===== config.mk =====
export PLATFORM = sky130hd
export DESIGN_NAME = board_pixel_gen_flat
export DESIGN_NICKNAME = d
export VERILOG_FILES = /design/src/rtl/board_pixel_gen_if.sv /design/src/rtl/board_pixel_gen.sv /design/src/flat_wrapper.sv
export SDC_FILE = /design/constraint.sdc
export NUM_CORES = 1
export LEC_CHECK = 0
export ABC_AREA = 1
export BUFFER_PORTS_ARGS = -buffer_cell sky130_fd_sc_hd__buf_2
export CAP_MARGIN = 20
export CORE_UTILIZATION = 25
export CTS_BUF_LIST = sky130_fd_sc_hd__clkbuf_4 sky130_fd_sc_hd__clkbuf_8
export DETAILED_ROUTE_END_ITERATION = 6
export PLACE_DENSITY = 0.5
export SYNTH_ARGS = -nofsm -noshare
export SYNTH_HDL_FRONTEND = slang
export SYNTH_SLANG_ARGS = --single-unit

===== constraint.sdc =====
create_clock -name clk_i -period 4.3 [get_ports clk_i]
set_input_delay 0.645 -clock clk_i [delete_from_list [all_inputs] [get_ports clk_i]]
set_output_delay 0.645 -clock clk_i [all_outputs]
set_load 0.005 [all_outputs]

===== src/rtl/board_pixel_gen_if.sv =====
// Board-memory read port: row fetch request/address from the pixel generator,
// row contents and valid strobe back from the memory.
interface board_pixel_gen_if #(
   parameter int COLS = 10,
   parameter int AW   = 5
);
   logic            row_req;
   logic [AW-1:0]   row_addr;
   logic [COLS-1:0] row_data;
   logic            row_valid;

   modport master (
      output row_req,
      output row_addr,
      input  row_data,
      input  row_valid
   );

   modport slave (
      input  row_req,
      input  row_addr,
      output row_data,
      output row_valid
   );
endinterface


===== src/rtl/board_pixel_gen.sv =====
// Tetris playfield pixel generator: fetches one board row per video line, double-buffers it and
// renders cells, grid lines and blinking pending-clear rows with a two-stage pixel pipeline.
module board_pixel_gen #(
   parameter int          COLS         = 10,
   parameter int          ROWS         = 20,
   parameter int          CELL_W       = 24,
   parameter int          CELL_H       = 24,
   parameter int          X0           = 220,
   parameter int          Y0           = 0,
   parameter int          FETCH_H      = 640,
   parameter int          GRID         = 1,
   parameter int          FLASH_FRAMES = 8,
   parameter logic [23:0] ON_COLOR     = 24'hFFFFFF,
   parameter logic [23:0] OFF_COLOR    = 24'h000000,
   parameter logic [23:0] BG_COLOR     = 24'h3C3C3C,
   parameter logic [23:0] GRID_COLOR   = 24'h202020
) (
   input  logic              clk_i,
   input  logic              reset_i,
   input  logic              bright_i,
   input  logic [9:0]        hcount_i,
   input  logic [9:0]        vcount_i,
   input  logic [ROWS-1:0]   clear_mask_i,
   board_pixel_gen_if.master mem_if,
   output logic              fetch_err_o,
   output logic [7:0]        vga_r_o,
   output logic [7:0]        vga_g_o,
   output logic [7:0]        vga_b_o
);
   localparam int AW = (ROWS > 1) ? $clog2(ROWS) : 1;
   localparam int CW = (COLS > 1) ? $clog2(COLS) : 1;
   localparam int XW = (CELL_W > 1) ? $clog2(CELL_W) : 1;
   localparam int YW = (CELL_H > 1) ? $clog2(CELL_H) : 1;
   localparam int FW = (FLASH_FRAMES > 1) ? $clog2(FLASH_FRAMES) : 1;

   localparam logic [10:0]   X_LO       = 11'(X0);
   localparam logic [10:0]   X_HI       = 11'(X0 + COLS * CELL_W);
   localparam logic [10:0]   Y_LO       = 11'(Y0);
   localparam logic [10:0]   CELL_H_L   = 11'(CELL_H);
   localparam logic [10:0]   FETCH_AT   = 11'(FETCH_H);
   localparam logic [XW-1:0] SUBX_LAST  = XW'(CELL_W - 1);
   localparam logic [YW-1:0] SUBY_LAST  = YW'(CELL_H - 1);
   localparam logic [AW-1:0] ROW_LAST   = AW'(ROWS - 1);
   localparam logic [FW-1:0] FRAME_LAST = FW'(FLASH_FRAMES - 1);
   localparam logic          GRID_EN    = (GRID != 0);

   typedef enum logic {ST_IDLE = 1'b0, ST_WAIT = 1'b1} state_t;

   state_t          state_q, state_d;
   logic [10:0]     hc_s, vnext_s, vdiff_s;
   logic            line_start_s, fetch_go_s, first_cell_s, accept_s, deadline_s;

   logic            fv_act_q, fv_act_d;
   logic [AW-1:0]   fv_row_q, fv_row_d;
   logic [YW-1:0]   fv_sub_q, fv_sub_d;
   logic [AW-1:0]   addr_q, addr_d;

   logic [COLS-1:0] shadow_q, shadow_d;
   logic            sh_line_q, sh_line_d;
   logic [AW-1:0]   sh_row_q, sh_row_d;
   logic [YW-1:0]   sh_sub_q, sh_sub_d;

   logic [COLS-1:0] act_q, act_d;
   logic            act_line_q, act_line_d;
   logic [AW-1:0]   act_row_q, act_row_d;
   logic [YW-1:0]   act_sub_q, act_sub_d;

   logic            err_q, err_d;
   logic [CW-1:0]   col_q, col_d, cur_col_s;
   logic [XW-1:0]   subx_q, subx_d, cur_subx_s;
   logic [FW-1:0]   frame_q, frame_d;
   logic            blink_q, blink_d;

   logic            s1_bright_q, s1_bright_d;
   logic            s1_inb_q, s1_inb_d;
   logic            s1_cell_q, s1_cell_d;
   logic            s1_edge_q, s1_edge_d;
   logic            s1_clr_q, s1_clr_d;
   logic [23:0]     colour_q, colour_d;

   assign hc_s         = {1'b0, hcount_i};
   assign vnext_s      = {1'b0, vcount_i} + 11'd1;
   assign vdiff_s      = vnext_s - Y_LO;
   assign line_start_s = (hcount_i == 10'd0);
   assign first_cell_s = (vdiff_s < CELL_H_L);
   assign fetch_go_s   = (state_q == ST_IDLE) && (hc_s == FETCH_AT);
   assign accept_s     = (state_q == ST_WAIT) && mem_if.row_valid;
   assign deadline_s   = (state_q == ST_WAIT) && !mem_if.row_valid && line_start_s;

   assign fetch_err_o  = err_q;
   assign vga_r_o      = colour_q[23:16];
   assign vga_g_o      = colour_q[15:8];
   assign vga_b_o      = colour_q[7:0];

   // Fetch FSM state register
   always_ff @(posedge clk_i or posedge reset_i) begin
      if (reset_i) begin
         state_q <= ST_IDLE;
      end else begin
         state_q <= state_d;
      end
   end

   // Fetch FSM next state; a late fetch is abandoned at the start of the line it was meant for
   always_comb begin
      state_d = state_q;
      case (state_q)
         ST_IDLE: begin
            if (fetch_go_s && fv_act_d) state_d = ST_WAIT;
            else                        state_d = ST_IDLE;
         end
         ST_WAIT: begin
            if (mem_if.row_valid || line_start_s) state_d = ST_IDLE;
            else                                  state_d = ST_WAIT;
         end
         default: state_d = ST_IDLE;
      endcase
   end

   // Fetch FSM outputs
   always_comb begin
      mem_if.row_req  = 1'b0;
      mem_if.row_addr = addr_q;
      case (state_q)
         ST_IDLE: mem_if.row_req = 1'b0;
         ST_WAIT: mem_if.row_req = 1'b1;
         default: mem_if.row_req = 1'b0;
      endcase
   end

   // Row/sub-row of the line being fetched, shadow and active line buffers
   always_comb begin
      fv_act_d   = fv_act_q;
      fv_row_d   = fv_row_q;
      fv_sub_d   = fv_sub_q;
      addr_d     = addr_q;
      shadow_d   = shadow_q;
      sh_line_d  = sh_line_q;
      sh_row_d   = sh_row_q;
      sh_sub_d   = sh_sub_q;
      act_d      = act_q;
      act_line_d = act_line_q;
      act_row_d  = act_row_q;
      act_sub_d  = act_sub_q;
      // Counters resynchronise anywhere in the first cell, so the first row needs no divider
      if (fetch_go_s) begin
         if (first_cell_s) begin
            fv_act_d = 1'b1;
            fv_row_d = '0;
            fv_sub_d = YW'(vdiff_s);
         end else if (fv_act_q) begin
            if (fv_sub_q == SUBY_LAST) begin
               fv_sub_d = '0;
               if (fv_row_q == ROW_LAST) begin
                  fv_act_d = 1'b0;
                  fv_row_d = '0;
               end else begin
                  fv_row_d = fv_row_q + AW'(1);
               end
            end else begin
               fv_sub_d = fv_sub_q + YW'(1);
            end
         end else begin
            fv_act_d = 1'b0;
         end
      end else begin
         fv_act_d = fv_act_q;
      end

      if (fetch_go_s) begin
         sh_line_d = fv_act_d;
         sh_row_d  = fv_row_d;
         sh_sub_d  = fv_sub_d;
         if (fv_act_d) addr_d   = fv_row_d;
         else          shadow_d = '0;
      end else if (accept_s) begin
         shadow_d = mem_if.row_data;
      end else if (deadline_s) begin
         shadow_d = '0;
      end else begin
         shadow_d = shadow_q;
      end

      if (line_start_s) begin
         act_line_d = sh_line_q;
         act_row_d  = sh_row_q;
         act_sub_d  = sh_sub_q;
         if (accept_s)                  act_d = mem_if.row_data;
         else if (state_q == ST_WAIT)   act_d = '0;
         else                           act_d = shadow_q;
      end else begin
         act_d = act_q;
      end
   end

   // Pixel pipeline stage 1 inputs, stage 2 colour, frame/blink counters, sticky error
   always_comb begin
      if (hc_s == X_LO) begin
         cur_col_s  = '0;
         cur_subx_s = '0;
      end else begin
         cur_col_s  = col_q;
         cur_subx_s = subx_q;
      end
      if (cur_subx_s == SUBX_LAST) begin
         col_d  = cur_col_s + CW'(1);
         subx_d = '0;
      end else begin
         col_d  = cur_col_s;
         subx_d = cur_subx_s + XW'(1);
      end

      s1_bright_d = bright_i;
      s1_inb_d    = act_line_q && (hc_s >= X_LO) && (hc_s < X_HI);
      if (s1_inb_d) s1_cell_d = act_q[cur_col_s];
      else          s1_cell_d = 1'b0;
      s1_edge_d   = GRID_EN && ((cur_subx_s == '0) || (act_sub_q == '0));
      s1_clr_d    = clear_mask_i[act_row_q] && blink_q;

      if (!s1_bright_q)                  colour_d = 24'h000000;
      else if (!s1_inb_q)                colour_d = BG_COLOR;
      else if (s1_cell_q && !s1_clr_q)   colour_d = ON_COLOR;
      else if (s1_edge_q)                colour_d = GRID_COLOR;
      else                               colour_d = OFF_COLOR;

      if (line_start_s && (vcount_i == 10'd0)) begin
         if (frame_q == FRAME_LAST) begin
            frame_d = '0;
            blink_d = !blink_q;
         end else begin
            frame_d = frame_q + FW'(1);
            blink_d = blink_q;
         end
      end else begin
         frame_d = frame_q;
         blink_d = blink_q;
      end

      err_d = err_q | deadline_s;
   end

   // Datapath registers
   always_ff @(posedge clk_i or posedge reset_i) begin
      if (reset_i) begin
         fv_act_q    <= 1'b0;
         fv_row_q    <= '0;
         fv_sub_q    <= '0;
         addr_q      <= '0;
         shadow_q    <= '0;
         sh_line_q   <= 1'b0;
         sh_row_q    <= '0;
         sh_sub_q    <= '0;
         act_q       <= '0;
         act_line_q  <= 1'b0;
         act_row_q   <= '0;
         act_sub_q   <= '0;
         err_q       <= 1'b0;
         col_q       <= '0;
         subx_q      <= '0;
         frame_q     <= '0;
         blink_q     <= 1'b0;
         s1_bright_q <= 1'b0;
         s1_inb_q    <= 1'b0;
         s1_cell_q   <= 1'b0;
         s1_edge_q   <= 1'b0;
         s1_clr_q    <= 1'b0;
         colour_q    <= 24'h000000;
      end else begin
         fv_act_q    <= fv_act_d;
         fv_row_q    <= fv_row_d;
         fv_sub_q    <= fv_sub_d;
         addr_q      <= addr_d;
         shadow_q    <= shadow_d;
         sh_line_q   <= sh_line_d;
         sh_row_q    <= sh_row_d;
         sh_sub_q    <= sh_sub_d;
         act_q       <= act_d;
         act_line_q  <= act_line_d;
         act_row_q   <= act_row_d;
         act_sub_q   <= act_sub_d;
         err_q       <= err_d;
         col_q       <= col_d;
         subx_q      <= subx_d;
         frame_q     <= frame_d;
         blink_q     <= blink_d;
         s1_bright_q <= s1_bright_d;
         s1_inb_q    <= s1_inb_d;
         s1_cell_q   <= s1_cell_d;
         s1_edge_q   <= s1_edge_d;
         s1_clr_q    <= s1_clr_d;
         colour_q    <= colour_d;
      end
   end
endmodule

===== src/flat_wrapper.sv =====
// flat-port wrapper written by rule: the top's interface ports become plain ports
module board_pixel_gen_flat 
#(
   parameter int          COLS         = 10,
   parameter int          ROWS         = 20,
   parameter int          CELL_W       = 24,
   parameter int          CELL_H       = 24,
   parameter int          X0           = 220,
   parameter int          Y0           = 0,
   parameter int          FETCH_H      = 640,
   parameter int          GRID         = 1,
   parameter int          FLASH_FRAMES = 8,
   parameter logic [23:0] ON_COLOR     = 24'hFFFFFF,
   parameter logic [23:0] OFF_COLOR    = 24'h000000,
   parameter logic [23:0] BG_COLOR     = 24'h3C3C3C,
   parameter logic [23:0] GRID_COLOR   = 24'h202020
)
  (clk_i, reset_i, bright_i, hcount_i, vcount_i, clear_mask_i, fetch_err_o, vga_r_o, vga_g_o, vga_b_o, mem_if_row_req, mem_if_row_addr, mem_if_row_data, mem_if_row_valid);
  board_pixel_gen_if #(.COLS(COLS)) mem_if_i ();
  input  logic clk_i;
  input  logic reset_i;
  input  logic bright_i;
  input  logic [9:0] hcount_i;
  input  logic [9:0] vcount_i;
  input  logic [ROWS-1:0] clear_mask_i;
  output logic fetch_err_o;
  output logic [7:0] vga_r_o;
  output logic [7:0] vga_g_o;
  output logic [7:0] vga_b_o;
  output wire logic [$bits(mem_if_i.row_req)-1:0] mem_if_row_req;
  output wire logic [$bits(mem_if_i.row_addr)-1:0] mem_if_row_addr;
  input wire logic [$bits(mem_if_i.row_data)-1:0] mem_if_row_data;
  input wire logic [$bits(mem_if_i.row_valid)-1:0] mem_if_row_valid;
  assign mem_if_row_req = mem_if_i.row_req;
  assign mem_if_row_addr = mem_if_i.row_addr;
  assign mem_if_i.row_data = mem_if_row_data;
  assign mem_if_i.row_valid = mem_if_row_valid;
  board_pixel_gen #(.COLS(COLS), .ROWS(ROWS), .CELL_W(CELL_W), .CELL_H(CELL_H), .X0(X0), .Y0(Y0), .FETCH_H(FETCH_H), .GRID(GRID), .FLASH_FRAMES(FLASH_FRAMES), .ON_COLOR(ON_COLOR), .OFF_COLOR(OFF_COLOR), .BG_COLOR(BG_COLOR), .GRID_COLOR(GRID_COLOR)) u_core (.clk_i(clk_i), .reset_i(reset_i), .bright_i(bright_i), .hcount_i(hcount_i), .vcount_i(vcount_i), .clear_mask_i(clear_mask_i), .mem_if(mem_if_i), .fetch_err_o(fetch_err_o), .vga_r_o(vga_r_o), .vga_g_o(vga_g_o), .vga_b_o(vga_b_o));
endmodule

-- Yosys cells after proc, flatten, opt, wreduce, memory -nomap -nowiden
Index checks and enable logic that the tools add are counted.
- latch bits: 0
- output and inout port bits: 31
- memories kept: 0
- bits in read-only memories: 0
- logic and storage cells: 105
- RAM bits: 0
- input bits: 54
- register bits after elaboration: 102
- magnitude comparators: 5
- reductions and logical operators: 23
- equal/unequal tests: 7
- div/mod/pow operators: 0
- $add $sub $neg: 6
- bitwise gates (word level): 2
- multipliers: 0
- shift-type cells: 0
- mux-type cells: 38
- operators by type and width (cell ; number):
    two-way mux 24 bit ; 3
    two-way mux 10 bit ; 6
    two-way mux 5 bit ; 11
    two-way mux 22 bit ; 1
    zero test 10 bit ; 2
    adder 5 x 1 -> 5 bit, second input constant ; 3
    equality test 5 bit, second input constant ; 3
    adder 10 x 1 -> 11 bit, second input constant ; 1
    < comparator 11 x 5 -> 1 bit, second input constant ; 1
    equality test 10 bit, second input constant ; 1
    equality test 10 x 8 -> 1 bit, second input constant ; 1
    greater-or-equal comparator 10 x 8 -> 1 bit, second input constant ; 1
    logical AND 1 bit ; 10
    zero test 5 bit ; 2
    < comparator 10 x 9 -> 1 bit, second input constant ; 1
    two-way mux 1 bit ; 10
    two-way mux 4 bit ; 2
    < comparator 5 x 6 -> 1 bit, second input constant ; 1
    AND reduction 2 bit ; 3
    binary-select mux 1 bit (select 5 bit) ; 1
    < comparator 4 x 5 -> 1 bit, second input constant ; 1
    adder 4 x 1 -> 4 bit, second input constant ; 1
    binary-select mux 1 bit (select 4 bit) ; 1
    one-hot mux 1 bit (2 select lines) ; 2
    other kinds (9) ; 12

-- Longest topological paths before layout
- word-level depth: 9
- depth in mapped cells: 15

-- Worst setup path before layout
OpenSTA, ideal clock, no wires.
- kind: input to register
- start point: in hcount_i[9]
- end point: reg u_core.col_q[2]
- arrival time: 2.067 ns
- stages on the path: 14
- data required time: 4.221 ns
- setup slack: 2.153 ns
- library setup time: 0.079 ns
- path through: inv_1 -> nand2_1 -> nor2_1 -> nand3_2 -> buf_2 -> nand2_1 -> inv_1 -> ha_1 -> nand2_1 -> inv_1 -> nand3_2 -> inv_1 -> nand2_1 -> xor2_1
- longest elaborated chain between the ends: 4
- elaborated cells on any way between the ends: 6
- classes of those cells: 1 x add/sub; 2 x eq/ne; 3 x mux
- RTL lines (what ; line ; source):
    from (decl) ; flat_wrapper.sv:23 ; input logic [9:0] hcount_i;
    equality test 10 x 8 -> 1 bit (*) ; board_pixel_gen.sv:198 ; if (hc_s == X_LO) begin
    two-way mux 4 bit or two-way mux 5 bit (tied branches) ; board_pixel_gen.sv:198 ;
    adder 4 x 1 -> 4 bit or equality test 5 bit (tied branches) ; board_pixel_gen.sv:206, board_pixel_gen.sv:205 ;
    two-way mux 4 bit (*) ; board_pixel_gen.sv:205 ; if (cur_subx_s == SUBX_LAST) begin
    named net u_core.col_d[2] ; board_pixel_gen.sv:69 ; logic [CW-1:0] col_q, col_d, cur_col_s;
    to (signal assigned) ; board_pixel_gen.sv:282 ; col_q <= col_d;
    to (decl) ; board_pixel_gen.sv:69 ;
Mark *: on every way through the listed nets, which the timed path passes. The rest lies on a longest branch.
A chain may end at the register's enable or synchronous reset.

-- Worst setup path in the final report
Ends and elaborated chain as after synthesis.

==> results.json <==
{
  "status": "complete, no violations",
  "dp_hpwl_mm": 7.71,
  "antenna_found_initial": 0,
  "cts_root_buffer": "clkbuf_8",
  "row_count": 47,
  "wl_per_cell_um": 12.4,
  "area_growth_pct": 16.0,
  "seq_area_frac_synth": 0.470,
  "worstSetupPathType": "input port to flip-flop",
  "diodes": 0,
  "pre_cts_ws_ns": 1.72,
  "crit_chain": "buf_2, inv_1, nand2_1, nor2_1, nand3_2, nand2_1, inv_1, ha_1, nand2_1, inv_1, nand3_2, inv_1, nand2_1, xor2_1",
  "portBuffers": 84,
  "synth-main-ff-cell": "dfrtp_1",
  "required_ns": 4.59,
  "drive_gt1_frac": 0.212,
  "synthDistinctLibCells": 43,
  "min_path_cells": 1,
  "die_w_um": 133,
  "synth_cells": 535,
  "post-cts-setup-buffer-count": 0,
  "synth-edff-count": 0,
  "fin_area_um2": 5000,
  "rsz0062_at_grt": "no",
  "stdcell_count": 825,
  "fin_util": 0.300,
  "slew_headroom": 0.391,
  "ys_ff_latch": 81,
  "postSynthAreaPerCell_um2": 8.06,
  "fin_ws_ns": 2.07,
  "tightest_slew_ns": 0.912,
  "grt_use_total": 0.123,
  "fillers": 1839,
  "ys_warn_count": 0,
  "finalClockSkew_ns": 0.0123,
  "placed_area_um2": 4790,
  "die_height_um": 133,
  "synth_fp_nets": 598,
  "cp-start-kind": "input port",
  "cts_made_buffers": 9,
  "ant_nets": 0,
  "drtIter0Drc": 211,
  "cts.sinks": 81,
  "max_stage_delay_ns": 0.30,
  "reg2reg_depth": 8,
  "drt_wl_total_mm": 10.3,
  "ios": 85,
  "cts_htree_levels": 3,
  "ctsHoldBuffers": 0,
  "cap_violations": 0,
  "tritoncts": "yes",
  "slowest_stage": "nand3_2",
  "cp.arrival_ns": 2.51,
  "hold_path.class": "input port to flip-flop",
  "overflow": 0,
  "fp.dieArea_um2": 17800,
  "fin_crit_ns": 2.23,
  "ys_async_sr_fraction": 1.00,
  "end_kind": "flip-flop",
  "drc_errors": 0,
  "drtPass1Iterations": 4,
  "design_power_total_mw": 1.67,
  "cts.path.max_buffers": 2,
  "p_per_area_nw_per_um2": 334,
  "irDropWorstVdd_uv": 145,
  "grt_pass1_wl_mm": 17.4,
  "finalHoldViolCount": 0,
  "grt_pass1_vias": 3624,
  "power.leakage_nw": 2.68,
  "grt_max_degree": 53,
  "clock_latency_ns": 0.37,
  "max_freq_mhz": 449,
  "place.detailed.instances": 809,
  "period_share": 0.518,
  "cts_resized": 0,
  "start_util": 0.258,
  "vias": 3685,
  "core-area_um2": 16700,
  "place_congestion": 0.850,
  "fin_setup_tns_ns": 0,
  "vias_per_cell": 4.47,
  "synth.cell_area_um2": 4310,
  "worstPathMaxFanout": 15,
  "slew_violations": 0,
  "path_clk_slew_ns": 0.09,
  "whs_ns": 0.390,
  "largestRegisters": "u_core.act_q x10, u_core.shadow_q x10",
  "nets": 663,
  "setup_viol": 0
}
-- path summary, 6_finish.rpt --
check	startpoint	end	slack (ns)
max	hcount_i[9]	u_core.col_q[2]$_DFF_PP0_	2.07
min	bright_i	u_core.s1_bright_q$_DFF_PP0_	0.39
max reg2reg	u_core.fv_row_q[0]$_DFF_PP0_	u_core.shadow_q[8]$_DFFE_PP0P_	2.41
min reg2reg	u_core.act_sub_q[2]$_DFFE_PP0P_	u_core.s1_edge_q$_DFF_PP0_	0.46
max in group asynchronous	reset_i	u_core.s1_inb_q$_DFF_PP0_	2.94
min in group asynchronous	reset_i	u_core.act_row_q[0]$_DFFE_PP0P_	0.44
-- critical path: cells and delay by family --
| kind | cells | cell delay (ns) |
|---|---|---|
| buffers and inverters | 5 | 0.45 |
| adder cells (fa/ha/maj) | 1 | 0.22 |
| XOR/XNOR | 1 | 0.16 |
| AND/OR/NAND/NOR | 7 | 1.03 |
-- cells in the mapped netlist, types with 2 or more instances --
cell type | instances | share of area
inv_2 | 4 | 0.0035
o21ai_0 | 37 | 0.043
a31oi_1 | 7 | 0.010
o22ai_1 | 5 | 0.0073
a21o_1 | 2 | 0.0035
nand3_2 | 4 | 0.0093
nor2_1 | 35 | 0.030
nor4_1 | 4 | 0.0058
clkinv_1 | 2 | 0.0017
nand2_1 | 146 | 0.13
buf_2 | 4 | 0.0046
o211ai_2 | 2 | 0.0058
buf_4 | 24 | 0.042
a21boi_0 | 2 | 0.0035
a21oi_1 | 8 | 0.0093
nand2_2 | 2 | 0.0029
nand2_4 | 2 | 0.0052
xor2_1 | 5 | 0.010
clkbuf_1 | 3 | 0.0026
nor2_2 | 2 | 0.0029
ha_1 | 9 | 0.026
dfrtp_1 | 81 | 0.47
nor3_1 | 2 | 0.0023
inv_1 | 62 | 0.054
xnor2_1 | 3 | 0.0061
nand4_1 | 10 | 0.015
nand3_1 | 48 | 0.056
o21ai_1 | 5 | 0.0058
-- layer usage --
| layer | track usage | wire (um) |
|---|---|---|
| met1 | 0.168 | 5000 |
| met4 | 0.0581 | 249 |
| met5 | 0 | 0 |
| met3 | 0.0228 | 510 |
| met2 | 0.188 | 4510 |
-- power breakdown --
group	internal, mW	total [mW]	switching [mW]
Combinational	0.0884	0.226	0.137
Clock	0.295	0.589	0.294
Sequential	0.814	0.856	0.0418
-- cells in the final DEF (no fill, tap or decap), drive strengths merged, types with 7 or more instances in the layout --
master	Yosys	final
a21oi	10	10
a31oi	7	7
buf	30	87
clkbuf	3	11
dfrtp	81	81
ha	9	9
inv	66	66
nand2	150	150
nand3	53	53
nand4	10	10
nor2	38	38
o21ai	42	42
-- layout make-up --
cell class	count	area (um^2)	share of cell area
multi-input combinational	352	1790	0.357
sequential	81	2030	0.405
tap	220	275	0.0550
timing repair buffer	87	443	0.0885
clock inverter	5	63.8	0.0128
clock buffer	11	145	0.0290
inverter	69	262	0.0523
-- cell families after synthesis --
| logic type | Yosys count | synth area share |
|---|---|---|
| AO/OA/AOI/OAI | 75 | 0.104 |
| XOR/XNOR | 8 | 0.0162 |
| adder cells (fa/ha/maj) | 9 | 0.0261 |
| buffers and inverters | 102 | 0.115 |
| flip-flops | 81 | 0.470 |
| AND/OR/NAND/NOR | 260 | 0.269 |
Power figures use the tool's default switching activity.
